--- src/rtl/serial_add_sched_if.sv ---
// Requester and response channels of the serial add scheduler.
// master = requesters/consumer side, slave = scheduler side.
interface serial_add_sched_if #(
  parameter int WIDTH = 8
);
  logic             req0_valid;
  logic             req0_ready;
  logic [WIDTH-1:0] req0_a;
  logic [WIDTH-1:0] req0_b;
  logic             req1_valid;
  logic             req1_ready;
  logic [WIDTH-1:0] req1_a;
  logic [WIDTH-1:0] req1_b;
  logic             rsp_valid;
  logic             rsp_ready;
  logic [WIDTH-1:0] rsp_sum;
  logic             rsp_cout;
  logic             rsp_id;

  modport master (
    output req0_valid, req0_a, req0_b,
    output req1_valid, req1_a, req1_b,
    output rsp_ready,
    input  req0_ready, req1_ready,
    input  rsp_valid, rsp_sum, rsp_cout, rsp_id
  );

  modport slave (
    input  req0_valid, req0_a, req0_b,
    input  req1_valid, req1_a, req1_b,
    input  rsp_ready,
    output req0_ready, req1_ready,
    output rsp_valid, rsp_sum, rsp_cout, rsp_id
  );
endinterface

--- src/rtl/serial_add_sched.sv ---
// Round-robin scheduler sharing one bit-serial add cell (half-adder pair plus
// carry register) between two requesters; result returned on a valid/ready channel.
module serial_add_sched #(
  parameter int WIDTH = 8,
  parameter int CNT_W = $clog2(WIDTH)
) (
  input  logic              clk,
  input  logic              rst_n,
  serial_add_sched_if.slave bus,
  output logic              busy
);

  typedef enum logic [1:0] {IDLE, ADD, DONE} state_t;

  localparam logic [CNT_W-1:0] LAST_BIT = CNT_W'(WIDTH - 1);

  state_t           state_q, state_d;
  logic [WIDTH-1:0] a_q, a_d;
  logic [WIDTH-1:0] b_q, b_d;
  logic [WIDTH-1:0] acc_q, acc_d;
  logic [WIDTH-1:0] sum_q, sum_d;
  logic [CNT_W-1:0] cnt_q, cnt_d;
  logic             carry_q, carry_d;
  logic             cout_q, cout_d;
  logic             id_q, id_d;
  logic             last_id_q, last_id_d;
  logic             rsp_valid_q, rsp_valid_d;

  logic gnt0, gnt1;
  logic bit_a, bit_b, s_bit, c_next;

  always_comb begin
    state_d     = state_q;
    a_d         = a_q;
    b_d         = b_q;
    acc_d       = acc_q;
    sum_d       = sum_q;
    cnt_d       = cnt_q;
    carry_d     = carry_q;
    cout_d      = cout_q;
    id_d        = id_q;
    last_id_d   = last_id_q;
    rsp_valid_d = rsp_valid_q;
    gnt0        = 1'b0;
    gnt1        = 1'b0;

    bit_a  = a_q[cnt_q];
    bit_b  = b_q[cnt_q];
    s_bit  = bit_a ^ bit_b ^ carry_q;
    c_next = (bit_a & bit_b) | (carry_q & (bit_a ^ bit_b));

    unique case (state_q)
      IDLE: begin
        // On a tie the requester that was not served last wins.
        gnt0 = bus.req0_valid && (!bus.req1_valid || last_id_q);
        gnt1 = bus.req1_valid && (!bus.req0_valid || !last_id_q);
        if (gnt0 || gnt1) begin
          a_d       = gnt1 ? bus.req1_a : bus.req0_a;
          b_d       = gnt1 ? bus.req1_b : bus.req0_b;
          id_d      = gnt1;
          last_id_d = gnt1;
          carry_d   = 1'b0;
          cnt_d     = '0;
          state_d   = ADD;
        end
      end
      ADD: begin
        acc_d[cnt_q] = s_bit;
        carry_d      = c_next;
        cnt_d        = cnt_q + CNT_W'(1);
        // Working register keeps rsp_sum stable until the new result is complete.
        if (cnt_q == LAST_BIT) begin
          sum_d       = acc_d;
          cout_d      = c_next;
          rsp_valid_d = 1'b1;
          state_d     = DONE;
        end
      end
      DONE: begin
        if (bus.rsp_ready) begin
          rsp_valid_d = 1'b0;
          state_d     = IDLE;
        end
      end
      default: state_d = IDLE;
    endcase
  end

  always_ff @(posedge clk or negedge rst_n) begin
    if (!rst_n) begin
      state_q     <= IDLE;
      a_q         <= '0;
      b_q         <= '0;
      acc_q       <= '0;
      sum_q       <= '0;
      cnt_q       <= '0;
      carry_q     <= 1'b0;
      cout_q      <= 1'b0;
      id_q        <= 1'b0;
      last_id_q   <= 1'b1;
      rsp_valid_q <= 1'b0;
    end else begin
      state_q     <= state_d;
      a_q         <= a_d;
      b_q         <= b_d;
      acc_q       <= acc_d;
      sum_q       <= sum_d;
      cnt_q       <= cnt_d;
      carry_q     <= carry_d;
      cout_q      <= cout_d;
      id_q        <= id_d;
      last_id_q   <= last_id_d;
      rsp_valid_q <= rsp_valid_d;
    end
  end

  assign bus.req0_ready = gnt0;
  assign bus.req1_ready = gnt1;
  assign bus.rsp_valid  = rsp_valid_q;
  assign bus.rsp_sum    = sum_q;
  assign bus.rsp_cout   = cout_q;
  assign bus.rsp_id     = id_q;
  assign busy           = (state_q != IDLE);

endmodule

--- src/flat_wrapper.sv ---
// flat-port wrapper written by rule: the top's interface ports become plain ports
module serial_add_sched_flat 
#(
  parameter int WIDTH = 8,
  parameter int CNT_W = $clog2(WIDTH)
)
  (clk, rst_n, busy, bus_req0_valid, bus_req0_a, bus_req0_b, bus_req1_valid, bus_req1_a, bus_req1_b, bus_rsp_ready, bus_req0_ready, bus_req1_ready, bus_rsp_valid, bus_rsp_sum, bus_rsp_cout, bus_rsp_id);
  serial_add_sched_if #(.WIDTH(WIDTH)) bus_i ();
  input  logic clk;
  input  logic rst_n;
  output logic busy;
  input wire logic [$bits(bus_i.req0_valid)-1:0] bus_req0_valid;
  input wire logic [$bits(bus_i.req0_a)-1:0] bus_req0_a;
  input wire logic [$bits(bus_i.req0_b)-1:0] bus_req0_b;
  input wire logic [$bits(bus_i.req1_valid)-1:0] bus_req1_valid;
  input wire logic [$bits(bus_i.req1_a)-1:0] bus_req1_a;
  input wire logic [$bits(bus_i.req1_b)-1:0] bus_req1_b;
  input wire logic [$bits(bus_i.rsp_ready)-1:0] bus_rsp_ready;
  output wire logic [$bits(bus_i.req0_ready)-1:0] bus_req0_ready;
  output wire logic [$bits(bus_i.req1_ready)-1:0] bus_req1_ready;
  output wire logic [$bits(bus_i.rsp_valid)-1:0] bus_rsp_valid;
  output wire logic [$bits(bus_i.rsp_sum)-1:0] bus_rsp_sum;
  output wire logic [$bits(bus_i.rsp_cout)-1:0] bus_rsp_cout;
  output wire logic [$bits(bus_i.rsp_id)-1:0] bus_rsp_id;
  assign bus_i.req0_valid = bus_req0_valid;
  assign bus_i.req0_a = bus_req0_a;
  assign bus_i.req0_b = bus_req0_b;
  assign bus_i.req1_valid = bus_req1_valid;
  assign bus_i.req1_a = bus_req1_a;
  assign bus_i.req1_b = bus_req1_b;
  assign bus_i.rsp_ready = bus_rsp_ready;
  assign bus_req0_ready = bus_i.req0_ready;
  assign bus_req1_ready = bus_i.req1_ready;
  assign bus_rsp_valid = bus_i.rsp_valid;
  assign bus_rsp_sum = bus_i.rsp_sum;
  assign bus_rsp_cout = bus_i.rsp_cout;
  assign bus_rsp_id = bus_i.rsp_id;
  serial_add_sched #(.WIDTH(WIDTH), .CNT_W(CNT_W)) u_core (.clk(clk), .rst_n(rst_n), .bus(bus_i), .busy(busy));
endmodule
--- config.mk ---
export PLATFORM = sky130hd
export DESIGN_NAME = serial_add_sched_flat
export DESIGN_NICKNAME = d
export VERILOG_FILES = /design/src/rtl/serial_add_sched_if.sv /design/src/rtl/serial_add_sched.sv /design/src/flat_wrapper.sv
export SDC_FILE = /design/constraint.sdc
export NUM_CORES = 1
export LEC_CHECK = 0
export CAP_MARGIN = 10
export CORE_ASPECT_RATIO = 1.4
export CORE_MARGIN = 10
export CORE_UTILIZATION = 50
export CTS_CLUSTER_SIZE = 25
export DETAILED_ROUTE_END_ITERATION = 10
export HOLD_SLACK_MARGIN = 0.15
export PLACE_DENSITY_LB_ADDON = 0.3
export SYNTH_ARGS = -nofsm -noshare
export SYNTH_HDL_FRONTEND = slang
export SYNTH_SLANG_ARGS = --single-unit
--- constraint.sdc ---
create_clock -name clk -period 2.6 [get_ports clk]
set_input_delay 0.78 -clock clk [delete_from_list [all_inputs] [get_ports clk]]
set_output_delay 0.78 -clock clk [all_outputs]
set_load 0.005 [all_outputs]
==> run metrics <==
final setup fails 0; GRT Total Usage 0.136; ANT nets after route 0; Syn Inst Count approximately 190; die height between 90 and 100 um; design area 3010 um^2; Buffers on Ports 50; initial antenna violation count 0; Final GP Congestion 0.804; CP arrival roughly 1.7 ns; critical path type input port to primary output; Worst EP required 1.82 ns; worst hold path class input port to asynchronous set/reset pin; status completed; Tmin final 2.49 ns; Slew @ Worst Pin 0.535 ns; Skew-Pair Late Insertion Delay 0.30 ns; die width a little under 80 um; mux contribution to synthesized area 0.266; Slowest cell on crit path clkdlybuf4s50_1; Initial Util 0.526; DP Area 2900 um^2; Synth Cell Area 2270 um^2; sequential area share after synthesis 0.464; post-synthesis register bit count 42; mean post-synth cell area 11.9 um^2; synth top area cells dfrtp_1 (45%), mux2_4 (12%), mux2_2 (11%); CTS Buffer Depth 2; Synth Area in Compound Gates 0.0976; grt ovf 0; fmax 402 MHz; synth warn 0; initial DRC count 131; Inst Count DP 305; Site Rows 28; largest family of logic cells by synthesized area multiplexers; cts hold-fix bufs 0; Syn Nets around 230; Finished Core Util 0.697; Tcrit/Tclk final 0.957; drt wl/cell 15.7 um; CP max stage delay approximately 0.43 ns; n_diodes 0; CTS Buf Count 5; CTS tree built; Setup TNS Final 0 ns; Layout Nets 292; H-tree levels 2; P&R area growth vs syn 32.5%; simple-gate share of the synthesized area 0.111; RSZ-0062 raised after global routing no; startpoint types input port; WL final 4.91 mm; Synth Area in XOR/XNOR 0; Pre-antenna DRT Iters 4; HPWL Detailed between 3 and 4 mm; final hold vios 0; Final Non-Filler Cells 313; Post-route DRC 0; share of cells above drive strength 1 0.285; Synth top area share 0.452; clk sinks 42; Clock Skew 0.0101 ns; Slew Viols, Final 0; vias 1638; I/O pin count 51; vias per cell 5.23; vias in the first global route 1812; global-route wire length before repair 8.76 mm; area leader, netlist dfrtp_1; Critical Path Fanout Max 3; Cell Pwr Density 1220 nW/um^2; endpoint type of the worst setup path primary output; Worst-path clk slew 0.09 ns; area of the core between 4000 and 5000 um^2; largest net degree at the start of global routing 25; die area 7670 um^2; CTS root buffer clkbuf_8; worst hold slack 0.449 ns; Max Cap Viol 0; r2r worst-path depth 8; P_leak 1.34 nW; worst-path cell chain clkdlybuf4s50_1 -> a21bo_1 -> nor2_1 -> dlygate4sd2_1; Distinct cells, synth 39; relative slew slack 0.643; worst vdd ir 0.000626 V; adder and majority gate portion of the synthesized area 0.0199
[cell usage after synthesis, drive strengths merged]
master and instances:
a211oi 1, nand2b 2, dfrtp 41, or2b 1, nand3 4, fa 1, nor2b 4, o221ai 1
o31ai 3, o21bai 1, a22oi 2, inv 3, buf 7, ha 2, nor3b 1, nor2 5
a31oi 4, or3 1, nand3b 3, mux4 2, and3 6, a21oi 9, and3b 1, o31a 1
o21ai 11, o21a 1, mux2i 3, mux2 41, nand2 17, nor3 1, a21bo 1, a221oi 1
or3b 2, clkbuf 6, dfstp 1
[what timing repair did]
item,in CTS,in global routing
resized for setup,3,1
endpoints found under the setup margin,2,3
setup buffers,0,0
[worst max-delay path, delay by kind of cell]
family | cells | cell delay, ns
buf+inv | 2 | 0.67
compound gates | 1 | 0.19
simple gates | 1 | 0.07
[logic make-up (layout without fill, tap and decap cells)]
logic type                 Yosys count  count (layout)
AOI/OAI and AO/OA                   36              36
DFF                                 42              42
and+or+nand+nor                     48              48
muxes                               46              46
adders and majority gates            3               3
buffers and inverters               16              78
[sequential cells by signal (all words and copies together), names as in the netlist]
register and flops:
u_core.state_q 2, u_core.acc_q 8, u_core.last_id_q 1, u_core.b_q 8, u_core.cnt_q 3, u_core.bus.rsp_valid 1
u_core.bus.rsp_id 1, u_core.bus.rsp_sum 8, u_core.carry_q 1, u_core.bus.rsp_cout 1, u_core.a_q 8
[layout make-up]
| class | count | area (um^2) |
|---|---|---|
| clock inverters | 2 | 37.5 |
| multi-input cells | 133 | 1120 |
| fillers | 325 | 1300 |
| flip-flops and latches | 42 | 1050 |
| well taps | 60 | 75.1 |
| inverters | 3 | 11.3 |
| clock buffers | 6 | 72.6 |
| repair buffers | 67 | 632 |
[placed cells by master, fill, tap and decap left out, types with 4 or more instances in the layout]
cell / netlist / final
a21oi_1: 9 / 9
a31oi_1: 4 / 4
and3_1: 6 / 6
buf_4: 1 / 16
clkbuf_8: 0 / 5
clkdlybuf4s50_1: 0 / 46
dfrtp_1: 41 / 40
mux2_2: 23 / 23
mux2_4: 18 / 18
nand2_1: 17 / 17
nand3_1: 4 / 4
nor2_1: 5 / 5
nor2b_1: 4 / 4
o21ai_0: 11 / 11
[through the flow]
| step | setup slack, ns | power [W] |
|---|---|---|
| detailed placement | -0.314 | 0.00315 |
| global route | 0.0265 | 0.00393 |
| CTS | 0.0947 | 0.00368 |
| finish | 0.111 | 0.00365 |
| floorplan | 0.250 | 0.00243 |
| global placement | -0.299 | 0.00308 |
[path summary, 6_finish.rpt]
kind	start	end	slack, ns
worst max-delay path	bus_req0_valid	bus_req1_ready	0.11
worst min-delay path	rst_n	u_core.bus.rsp_sum[7]	0.45
worst max register to register	u_core.cnt_q[0]	u_core.bus.rsp_sum[2]	0.24
worst min register to register	u_core.bus.rsp_sum[6]	u_core.bus.rsp_sum[6]	0.48
max in group asynchronous	rst_n	u_core.last_id_q	1.52
min in group clk	u_core.bus.rsp_sum[6]	u_core.bus.rsp_sum[6]	0.48
[power by group]
group | total, W | switching, W | internal (W) | leakage, nW
Combinational | 0.00191 | 0.000841 | 0.00107 | 0.785
Sequential | 0.00122 | 0.000235 | 0.000987 | 0.505
Clock | 0.000520 | 0.000233 | 0.000287 | 0.0514
Total | 0.00365 | 0.00131 | 0.00234 | 1.34
[per-layer routing]
layer	routed length, um	GRT usage	share of wire
met5	0	0	0
met4	57	0.0445	0.012
met3	302	0.0495	0.061
met2	2470	0.226	0.50
met1	2080	0.158	0.42
Note: power is estimated with default switching activity, not from simulation.
